**src/rtl/booth_mult_pkg.sv**
```systemverilog
// booth_mult_pkg: shared types and defaults for the Booth multiplier sequencer.
// FSM states, default sizing, operand-entry layout (tag field with BOOTH_CTRL_TAG_EN).
package booth_mult_pkg;

    localparam int N_DEF        = 32;
    localparam int DEPTH_DEF    = 4;
    localparam int PROD_LAT_DEF = 33;
    localparam int TAG_W_DEF    = 4;

    typedef enum logic [1:0] {
        IDLE,
        LOAD,
        WAIT,
        HOLD
    } state_t;

    // Entry layout at the default width; the top re-declares
    // the same layout at its own N since packages cannot take
    // parameters.
    typedef struct packed {
`ifdef BOOTH_CTRL_TAG_EN
        logic [TAG_W_DEF-1:0] tag;
`endif
        logic [N_DEF-1:0]     m;
        logic [N_DEF-1:0]     q;
    } op_entry_t;

    // Width of a down-counter that must hold lat-1.
    function automatic int cnt_w(input int lat);
        return (lat <= 2) ? 1 : $clog2(lat);
    endfunction

endpackage

```
**src/rtl/booth_mult_ctrl_if.sv**
```systemverilog
// booth_mult_ctrl_if: operand, multiplier and result signals of the sequencer.
// slave = controller view, master = producer/multiplier/consumer view; BOOTH_CTRL_TAG_EN adds tags.
interface booth_mult_ctrl_if #(
    parameter int N     = 32,
    parameter int TAG_W = 4
);

    logic           in_valid;
    logic           in_ready;
    logic [N-1:0]   in_m;
    logic [N-1:0]   in_q;
    logic           mul_load;
    logic [N-1:0]   mul_m;
    logic [N-1:0]   mul_q;
    logic [2*N-1:0] mul_p;
    logic           res_valid;
    logic           res_ready;
    logic [2*N-1:0] res_p;
`ifdef BOOTH_CTRL_TAG_EN
    logic [TAG_W-1:0] in_tag;
    logic [TAG_W-1:0] res_tag;
`endif

    if (N < 1 || TAG_W < 1) begin : g_bad_width
        $error("booth_mult_ctrl_if: N and TAG_W must be >= 1");
    end

    modport slave (
        input  in_valid, in_m, in_q, mul_p, res_ready,
`ifdef BOOTH_CTRL_TAG_EN
        input  in_tag,
        output res_tag,
`endif
        output in_ready, mul_load, mul_m, mul_q,
        output res_valid, res_p
    );

    modport master (
        output in_valid, in_m, in_q, mul_p, res_ready,
`ifdef BOOTH_CTRL_TAG_EN
        output in_tag,
        input  res_tag,
`endif
        input  in_ready, mul_load, mul_m, mul_q,
        input  res_valid, res_p
    );

endinterface

```
**src/rtl/booth_op_fifo.sv**
```systemverilog
// booth_op_fifo: synchronous FIFO of operand entries, DEPTH a power of 2.
// Ports: clk, rst (sync active-low), push/din, pop/dout (show-ahead head), full, empty.
module booth_op_fifo #(
    parameter int W     = 64,
    parameter int DEPTH = 4
) (
    input  logic         clk,
    input  logic         rst,
    input  logic         push,
    input  logic [W-1:0] din,
    input  logic         pop,
    output logic [W-1:0] dout,
    output logic         full,
    output logic         empty
);

    localparam int AW = $clog2(DEPTH);
    localparam logic [AW:0] PTR_ONE = (AW + 1)'(1);

    logic [W-1:0] mem [DEPTH];
    logic [AW:0]  wr_ptr;
    logic [AW:0]  rd_ptr;
    logic         wr_en;
    logic         rd_en;

    // Extra pointer bit separates full from empty.
    assign empty = (wr_ptr == rd_ptr);
    assign full  = (wr_ptr[AW] != rd_ptr[AW]) &&
                   (wr_ptr[AW-1:0] == rd_ptr[AW-1:0]);
    assign wr_en = push & ~full;
    assign rd_en = pop & ~empty;
    assign dout  = mem[rd_ptr[AW-1:0]];

    always_ff @(posedge clk) begin
        if (!rst) begin
            wr_ptr <= '0;
            rd_ptr <= '0;
        end else begin
            if (wr_en) begin
                wr_ptr <= wr_ptr + PTR_ONE;
            end
            if (rd_en) begin
                rd_ptr <= rd_ptr + PTR_ONE;
            end
        end
    end

    // Storage needs no reset; pointers define validity.
    always_ff @(posedge clk) begin
        if (wr_en) begin
            mem[wr_ptr[AW-1:0]] <= din;
        end
    end

endmodule

```
**src/rtl/booth_mult_ctrl.sv**
```systemverilog
// booth_mult_ctrl: buffers signed operand pairs, issues one at a time to a
// fixed-latency Booth multiplier, captures the product onto a valid/ready port.
// Ports: clk, rst (sync active-low), bus (booth_mult_ctrl_if.slave):
//   in_*  operand push, mul_* multiplier side, res_* result port.
// Macro BOOTH_CTRL_TAG_EN: per-op tag in_tag -> res_tag.
module booth_mult_ctrl
    import booth_mult_pkg::*;
#(
    parameter int N        = N_DEF,
    parameter int DEPTH    = DEPTH_DEF,
    parameter int PROD_LAT = PROD_LAT_DEF,
    parameter int TAG_W    = TAG_W_DEF
) (
    input logic              clk,
    input logic              rst,
    booth_mult_ctrl_if.slave bus
);

    localparam int CW = cnt_w(PROD_LAT);
    localparam logic [CW-1:0] CNT_LOAD = CW'(PROD_LAT - 1);
    localparam logic [CW-1:0] CNT_ONE  = CW'(1);

    if (DEPTH < 2 || (DEPTH & (DEPTH - 1)) != 0) begin : g_bad_depth
        $error("booth_mult_ctrl: DEPTH must be a power of 2, >= 2");
    end
    if (PROD_LAT < 2) begin : g_bad_lat
        $error("booth_mult_ctrl: PROD_LAT must be >= 2");
    end
    if (TAG_W < 1) begin : g_bad_tag
        $error("booth_mult_ctrl: TAG_W must be >= 1");
    end

    typedef struct packed {
`ifdef BOOTH_CTRL_TAG_EN
        logic [TAG_W-1:0] tag;
`endif
        logic [N-1:0]     m;
        logic [N-1:0]     q;
    } entry_t;

    state_t         state;
    state_t         state_n;
    logic [CW-1:0]  cnt;
    logic           in_ready;
    logic           push;
    logic           pop;
    logic           full;
    logic           empty;
    logic           cap;
    logic           done;
    entry_t         din;
    entry_t         head;
    logic [N-1:0]   mul_m_r;
    logic [N-1:0]   mul_q_r;
    logic           res_valid_r;
    logic [2*N-1:0] res_p_r;
`ifdef BOOTH_CTRL_TAG_EN
    logic [TAG_W-1:0] op_tag_r;
    logic [TAG_W-1:0] res_tag_r;
`endif

    // Held low while rst is asserted so nothing is taken in reset.
    assign in_ready = rst & ~full;
    assign push     = bus.in_valid & in_ready;

    assign din.m = bus.in_m;
    assign din.q = bus.in_q;
`ifdef BOOTH_CTRL_TAG_EN
    assign din.tag = bus.in_tag;
`endif

    booth_op_fifo #(
        .W     ($bits(entry_t)),
        .DEPTH (DEPTH)
    ) u_fifo (
        .clk   (clk),
        .rst   (rst),
        .push  (push),
        .din   (din),
        .pop   (pop),
        .dout  (head),
        .full  (full),
        .empty (empty)
    );

    // Last WAIT cycle: product is sampled on the closing edge.
    assign cap  = (state == WAIT) && (cnt == CNT_ONE);
    assign done = (state == HOLD) && bus.res_ready;

    // The head is popped on the edge that enters LOAD, so
    // mul_m/mul_q are already stable while mul_load is high.
    always_comb begin
        state_n = state;
        pop     = 1'b0;
        unique case (state)
            IDLE: begin
                if (!empty) begin
                    state_n = LOAD;
                    pop     = 1'b1;
                end
            end
            LOAD: begin
                state_n = WAIT;
            end
            WAIT: begin
                if (cap) begin
                    state_n = HOLD;
                end
            end
            HOLD: begin
                if (done) begin
                    pop     = ~empty;
                    state_n = empty ? IDLE : LOAD;
                end
            end
            default: begin
                state_n = IDLE;
            end
        endcase
    end

    always_ff @(posedge clk) begin
        if (!rst) begin
            state <= IDLE;
        end else begin
            state <= state_n;
        end
    end

    always_ff @(posedge clk) begin
        if (!rst) begin
            cnt <= '0;
        end else if (state == LOAD) begin
            cnt <= CNT_LOAD;
        end else if (state == WAIT) begin
            cnt <= cnt - CNT_ONE;
        end
    end

    always_ff @(posedge clk) begin
        if (!rst) begin
            mul_m_r <= '0;
            mul_q_r <= '0;
        end else if (pop) begin
            mul_m_r <= head.m;
            mul_q_r <= head.q;
        end
    end

    always_ff @(posedge clk) begin
        if (!rst) begin
            res_valid_r <= 1'b0;
            res_p_r     <= '0;
        end else if (cap) begin
            res_valid_r <= 1'b1;
            res_p_r     <= bus.mul_p;
        end else if (done) begin
            res_valid_r <= 1'b0;
        end
    end

`ifdef BOOTH_CTRL_TAG_EN
    always_ff @(posedge clk) begin
        if (!rst) begin
            op_tag_r  <= '0;
            res_tag_r <= '0;
        end else begin
            if (pop) begin
                op_tag_r <= head.tag;
            end
            if (cap) begin
                res_tag_r <= op_tag_r;
            end
        end
    end

    assign bus.res_tag = res_tag_r;
`endif

    assign bus.in_ready  = in_ready;
    assign bus.mul_load  = (state == LOAD);
    assign bus.mul_m     = mul_m_r;
    assign bus.mul_q     = mul_q_r;
    assign bus.res_valid = res_valid_r;
    assign bus.res_p     = res_p_r;

endmodule
```
**src/flat_wrapper.sv**
```systemverilog
// flat-port wrapper written by rule: the top's interface ports become plain ports
module booth_mult_ctrl_flat import booth_mult_pkg::*;
#(
    parameter int N        = N_DEF,
    parameter int DEPTH    = DEPTH_DEF,
    parameter int PROD_LAT = PROD_LAT_DEF,
    parameter int TAG_W    = TAG_W_DEF
)
  (clk, rst, bus_in_valid, bus_in_m, bus_in_q, bus_mul_p, bus_res_ready, bus_in_ready, bus_mul_load, bus_mul_m, bus_mul_q, bus_res_valid, bus_res_p);
  booth_mult_ctrl_if #(.N(N), .TAG_W(TAG_W)) bus_i ();
  input logic clk;
  input logic rst;
  input wire logic [$bits(bus_i.in_valid)-1:0] bus_in_valid;
  input wire logic [$bits(bus_i.in_m)-1:0] bus_in_m;
  input wire logic [$bits(bus_i.in_q)-1:0] bus_in_q;
  input wire logic [$bits(bus_i.mul_p)-1:0] bus_mul_p;
  input wire logic [$bits(bus_i.res_ready)-1:0] bus_res_ready;
  output wire logic [$bits(bus_i.in_ready)-1:0] bus_in_ready;
  output wire logic [$bits(bus_i.mul_load)-1:0] bus_mul_load;
  output wire logic [$bits(bus_i.mul_m)-1:0] bus_mul_m;
  output wire logic [$bits(bus_i.mul_q)-1:0] bus_mul_q;
  output wire logic [$bits(bus_i.res_valid)-1:0] bus_res_valid;
  output wire logic [$bits(bus_i.res_p)-1:0] bus_res_p;
  assign bus_i.in_valid = bus_in_valid;
  assign bus_i.in_m = bus_in_m;
  assign bus_i.in_q = bus_in_q;
  assign bus_i.mul_p = bus_mul_p;
  assign bus_i.res_ready = bus_res_ready;
  assign bus_in_ready = bus_i.in_ready;
  assign bus_mul_load = bus_i.mul_load;
  assign bus_mul_m = bus_i.mul_m;
  assign bus_mul_q = bus_i.mul_q;
  assign bus_res_valid = bus_i.res_valid;
  assign bus_res_p = bus_i.res_p;
  booth_mult_ctrl #(.N(N), .DEPTH(DEPTH), .PROD_LAT(PROD_LAT), .TAG_W(TAG_W)) u_core (.clk(clk), .rst(rst), .bus(bus_i));
endmodule
```
**config.mk**
```make
export PLATFORM = sky130hd
export DESIGN_NAME = booth_mult_ctrl_flat
export DESIGN_NICKNAME = d
export VERILOG_FILES = /design/src/rtl/booth_mult_pkg.sv /design/src/rtl/booth_mult_ctrl_if.sv /design/src/rtl/booth_op_fifo.sv /design/src/rtl/booth_mult_ctrl.sv /design/src/flat_wrapper.sv
export SDC_FILE = /design/constraint.sdc
export NUM_CORES = 1
export LEC_CHECK = 0
export BUFFER_PORTS_ARGS = -buffer_cell sky130_fd_sc_hd__buf_2
export CAP_MARGIN = 20
export CORE_UTILIZATION = 55
export CTS_CLUSTER_SIZE = 16
export DETAILED_ROUTE_END_ITERATION = 6
export PLACE_DENSITY_LB_ADDON = 0.12
export RECOVER_POWER = 50
export SLEW_MARGIN = 20
export SYNTH_ARGS = -nofsm -noshare
export SYNTH_HDL_FRONTEND = slang
export SYNTH_SLANG_ARGS = --single-unit
```
**constraint.sdc**
```tcl
create_clock -name clk -period 4.3 [get_ports clk]
set_clock_uncertainty 0.2 [all_clocks]
set_input_delay 1.075 -clock clk [delete_from_list [all_inputs] [get_ports clk]]
set_output_delay 1.075 -clock clk [all_outputs]
set_load 0.03 [all_outputs]
```
# Word-level counts from Yosys, hierarchy flattened
# Memory sizes are Yosys's and may differ from the RTL's. A register that Yosys moved wholly into a read port is not among the register bits.
# Index checks and enable logic that the tools add are counted.
# classes
mux,14
n_eq_ne,10
bitwise,7
add_sub_neg,3
reduce_logical,9
# op_table
operator,n
6-bit two-way mux,2
2-bit one-hot mux with 4 select lines,1
1-bit two-way mux,7
"3-bit by 1-bit adder with 3-bit output, second input constant",2
"6-bit by 1-bit == test with 1-bit output, second input constant",1
2-bit two-way mux,3
"6-bit by 1-bit subtractor with 6-bit output, second input constant",1
1-bit AND,4
"2-bit == test, second input constant",2
"2-bit by 1-bit != test with 1-bit output, second input constant",2
2-bit nonzero test,2
3-bit == test,1
1-bit logical AND,3
1-bit inverter,3
3-bit AND reduction,1
"2-bit by 1-bit == test with 1-bit output, second input constant",1
2-bit == test,1
2-bit zero test,1
"2-bit != test, second input constant",1
1-bit one-hot mux with 2 select lines,1
2-bit OR reduction,1
1-bit zero test,1
1-bit != test,1
# word_totals
register_bits,79
input_bits,132
mem_count,1
word_cells,51
out_inout_bits,131
ramBits,256
# memory_table
name,depth,width,read_ports,rd_clocked_by_memory_dff,wr,line_no,text
u_core.u_fifo.mem,4,64,1,1,1,booth_op_fifo.sv:20,logic [W-1:0] mem [DEPTH];

# Longest topological paths before layout
# depth
depth_word,8
ltp_mapped,8
depth_no_buf,6

# Modules after synthesis
# From an unflattened synthesis, not the netlist that was laid out.
# hier_totals
hier_cells,1052
area_unflattened_um2,15437.3
# modules_own_cells
module,n_inst,seq_area_each_um2,area_per_inst_um2,cells_per_inst
booth_op_fifo,1,7847.5,9768.1,402
booth_mult_ctrl,1,2742.6,5669.2,650

# Least setup slack after synthesis
# OpenSTA, ideal clock, no wires.
# synth_timing
kind,input-to-reg
start,in bus_in_valid
end,mem u_core.u_fifo.mem[3][0] (enable)
path_stages,2
n_path_buf,0
path_slack_ns,0.782
t_arrival_ns,2.889
required_time_ns,3.670
setup_ns,0.430
path_cell_list,o311a_1 > and2_1
# synth_via
elab_chain_len,4
# synth_rtl
element,line_no,text
from (decl),flat_wrapper.sv:13,input wire logic [$bits(bus_i.in_valid)-1:0] bus_in_valid;
1-bit AND,booth_mult_ctrl.sv:64,assign push = bus.in_valid & in_ready;
1-bit AND,booth_op_fifo.sv:30,assign wr_en = push & ~full;
1-bit two-way mux,booth_op_fifo.sv:50,if (wr_en) begin
1-bit two-way mux (implied by the code),booth_op_fifo.sv:51,mem[wr_ptr[AW-1:0]] <= din;
to (decl),booth_op_fifo.sv:20,
# Every way passes these cells.

# Worst setup path after layout
# layout_timing
start,in rst
end,reg u_core.res_valid_r (netlist: u_core.bus.res_valid)
# layout_rtl
element,line_no,text
from (decl),flat_wrapper.sv:12,input logic rst;
to (signal assigned),booth_mult_ctrl.sv:152,res_valid_r <= 1'b0;
to (signal assigned),booth_mult_ctrl.sv:155,res_valid_r <= 1'b1;
to (signal assigned),booth_mult_ctrl.sv:158,res_valid_r <= 1'b0;
to (decl),booth_mult_ctrl.sv:55,logic res_valid_r;
# No word-level cell between the ends.

==> summary.txt <==
Global route
  – Initial antenna violation count: 3
  – Total track usage: 21.7%
  – GR Overflow Total: 0
  – First-pass GRT wire length: 44.5 mm
  – Vias in the first global route: around 8400
  – Largest net degree at the start of global routing: 77

Die
  – Initial Utilization: a little under three fifths
  – Core footprint: ~26000 µm²
  – Die W: roughly 160 µm
  – Rows: between 50 and 60
  – I/O pins: roughly 260
  – Die height: between 150 and 200 µm
  – DIE AREA: roughly 27000 µm²

Clock network
  – CTS resizes: 0
  – Num Clock Sinks: 399
  – CTS tree: built
  – Clk slew on worst S/H paths: about 0.06 ns
  – Clock Tree Root: clkbuf_16
  – Number of setup buffers added after CTS: 0
  – CTS Buf Count: 40
  – Clk buf depth: 3
  – CTS H-tree lvls: 2
  – Skew-Pair Late Insertion Delay: about 0.52 ns
  – Hold bufs inserted after CTS: 0

Logic synthesis
  – Synth Area per Inst: 14.6 µm²
  – Synth warnings: 0
  – Gate Count Post-Synth: 1000
  – #FFs+latches synth: between 300 and 400
  – Yosys cell types: 36
  – Sequential share of the synthesized area: a little over 70%
  – Post-synthesis cell area: 14600 µm²
  – Net Count, Synth: about 1100

Power
  – Power Density: just over 600 nW/µm²
  – Leak Pwr: between 5 and 6 nW
  – Worst ir drop on vdd: ~0.42 mV

Drt
  – 1st-pass router iterations: 5
  – Highest Signal Layer: met5
  – Met3 wire length: 1.93 mm
  – Initial DRC count: 568
  – DR DRC count: 0
  – Met1 wire length: approximately 13 mm
  – Routed Antenna Nets: 0
  – Final WL: 29.9 mm
  – Met2 WL: roughly 15 mm
  – WL/cell: roughly 18 µm
  – Vias per inst: 5.35
  – DR vias: around 8700

STA
  – Max_slew headroom: -51.4%
  – Final Critical Period: ~3.2 ns
  – Final hold vios: 0
  – Slew Viols, Final: 63
  – Fmax: roughly 0.31 GHz
  – Finish-stage setup viols: 0
  – TNS Setup: 0 ns
  – Final period util: 74.9%
  – Worst-margin pin slew: 2.27 ns
  – RSZ-0062 raised after global routing: no

Critical path
  – Worst-path maximum fanout: 76
  – Crit path required time: 4.46 ns
  – Worst endpoint data arrival time: ~3.4 ns
  – Slowest CP cell: inv_1
  – Crit path largest cell delay: about 1.6 ns
  – Element type at the critical path end: register
  – CP cell instances: clkbuf_1 > inv_1 > buf_12 > a21oi_1
  – Setup CP Type: in -> reg
  – Top Family by Delay on Critical Path: buffers and inverters
  – CP Launch Type: input pin
  – CP Buf/Inv Count: 3

Placed design
  – Final Wtd Congestion: just under 0.8
  – DP Area: about 16000 µm²
  – Number of port buffers: 262
  – Post-DP HPWL: about 18 mm

Run
  – Max-Cap Viols: 1

Final layout
  – Layout area overhead: 18.9%
  – Filler cells: around 2000
  – Commonest non-fill, non-tap cell in the layout: nand2_1
  – Share of layout cells above drive strength 1: 18.0%
  – Most used cells in the layout excluding fill and tap cells: 264 x nand2_1, 256 x edfxtp_1, 188 x clkbuf_1
  – Final instance area: around 17000 µm²
  – Final net count: 1403

Run status
  – Failing checks: max-capacitance violations, max-slew violations
  – Outcome: finished with violations

Worst hold path
  – Min-Delay Path Class: reg -> reg
## through the flow
| step | util [%] | total power [mW] | setup WS [ns] | std cells | hold slack, ns |
|---|---|---|---|---|---|
| floorplan | - | 6.60 | 0.782 | 1000 | 0.276 |
| global placement | 62.2 | 7.29 | 1.16 | 1552 | 0.238 |
| detailed placement | 62.2 | 7.32 | 1.10 | 1552 | 0.244 |
| CTS | 67.5 | 10.8 | 1.23 | 1626 | 0.252 |
| global route | 66.6 | 11.2 | 0.939 | 1628 | 0.269 |
| finish | 66.6 | 10.7 | 1.08 | 1628 | 0.250 |
## logic make-up after synthesis
group           share of synthesized area, %
mux                                     9.91
buf+inv                                 2.30
compound gates                          5.67
fa+ha+maj                               1.03
xor+xnor                               0.705
simple gates                            7.89
flops                                   72.5
## per-layer routing
layer / GRT usage [%] / vias to the layer above
met5: 0 / -
li1: - / 4159
met4: 6.55 / 2
met2: 36.9 / 266
met1: 28.0 / 4241
met3: 4.67 / 39
## registers in the layout (all words and copies together), names as in the netlist
name and count:
u_core.cnt 6, u_core.bus.res_p 64, u_core.bus.mul_m 32, u_core.u_fifo.rd_ptr 3, u_core.bus.res_valid 1, u_core.u_fifo.mem 256, u_core.state 2, u_core.bus.mul_q 32
u_core.u_fifo.wr_ptr 3
## worst paths after layout
kind | slack, ns | from | to | cells after the start
min reg2reg | 0.25 | u_core.bus.res_p[21]$_SDFFE_PN0P_ | u_core.bus.res_p[21]$_SDFFE_PN0P_ | 2
max reg2reg | 1.61 | u_core.state[0]$_SDFFE_PN0P_ | u_core.bus.mul_m[18]$_SDFFE_PN0P_ | 7
max | 1.08 | rst | u_core.bus.res_valid$_SDFFE_PN0P_ | 4
min | 0.25 | u_core.bus.res_p[21]$_SDFFE_PN0P_ | u_core.bus.res_p[21]$_SDFFE_PN0P_ | 2
## power breakdown
group	switching (mW)	internal, mW
sequential	0.216	4.44
clock	1.38	2.13
combinational	1.63	0.865
total	3.22	7.43
## area by class of cell
class | count | area (µm²) | share of cell area, %
tap | 335 | 419 | 2.42
antenna | 2 | 5.00 | 0.0289
sequential | 399 | 10600 | 61.0
clock inverter | 14 | 125 | 0.723
inverter | 11 | 41.3 | 0.239
clock buffer | 60 | 1250 | 7.23
timing repair buffer | 276 | 1220 | 7.03
multi-input combinational | 531 | 3690 | 21.3
## synthesized netlist by cell type
library cell / n / area share, %
nor2b_1: 1 / 0.043
ha_1: 12 / 1.0
nand4_1: 1 / 0.043
and2_1: 4 / 0.17
a311oi_2: 1 / 0.10
or3_1: 1 / 0.043
a211oi_1: 3 / 0.15
xor2_1: 3 / 0.18
xnor2_2: 2 / 0.22
buf_2: 21 / 0.72
and4b_1: 2 / 0.14
o211ai_1: 2 / 0.10
edfxtp_1: 256 / 53
nand2b_1: 3 / 0.13
o311a_1: 1 / 0.069
a311o_1: 1 / 0.069
o211a_1: 1 / 0.069
buf_4: 12 / 0.62
a21oi_1: 135 / 4.6
and4_1: 1 / 0.060
xnor2_1: 5 / 0.30
o21ai_0: 5 / 0.17
nor3_1: 3 / 0.10
nand2_1: 264 / 6.8
clkbuf_1: 26 / 0.67
o31ai_1: 2 / 0.10
inv_1: 11 / 0.28
o31a_1: 1 / 0.060
nor2_1: 7 / 0.18
nand4b_1: 1 / 0.060
nor4_1: 1 / 0.043
a2111oi_0: 1 / 0.060
mux4_2: 64 / 9.9
a211o_1: 1 / 0.060
nand3_1: 2 / 0.069
dfxtp_1: 143 / 20
## worst register-to-register path: cells and delay by family, from the launching register on
| family | cells | cell delay [ns] |
|---|---|---|
| flops | 1 | 0.37 |
| fa+ha+maj | 1 | 0.24 |
| buf+inv | 2 | 0.47 |
| compound gates | 3 | 1.22 |
| simple gates | 1 | 0.08 |
(Power assumes the default switching activity.)
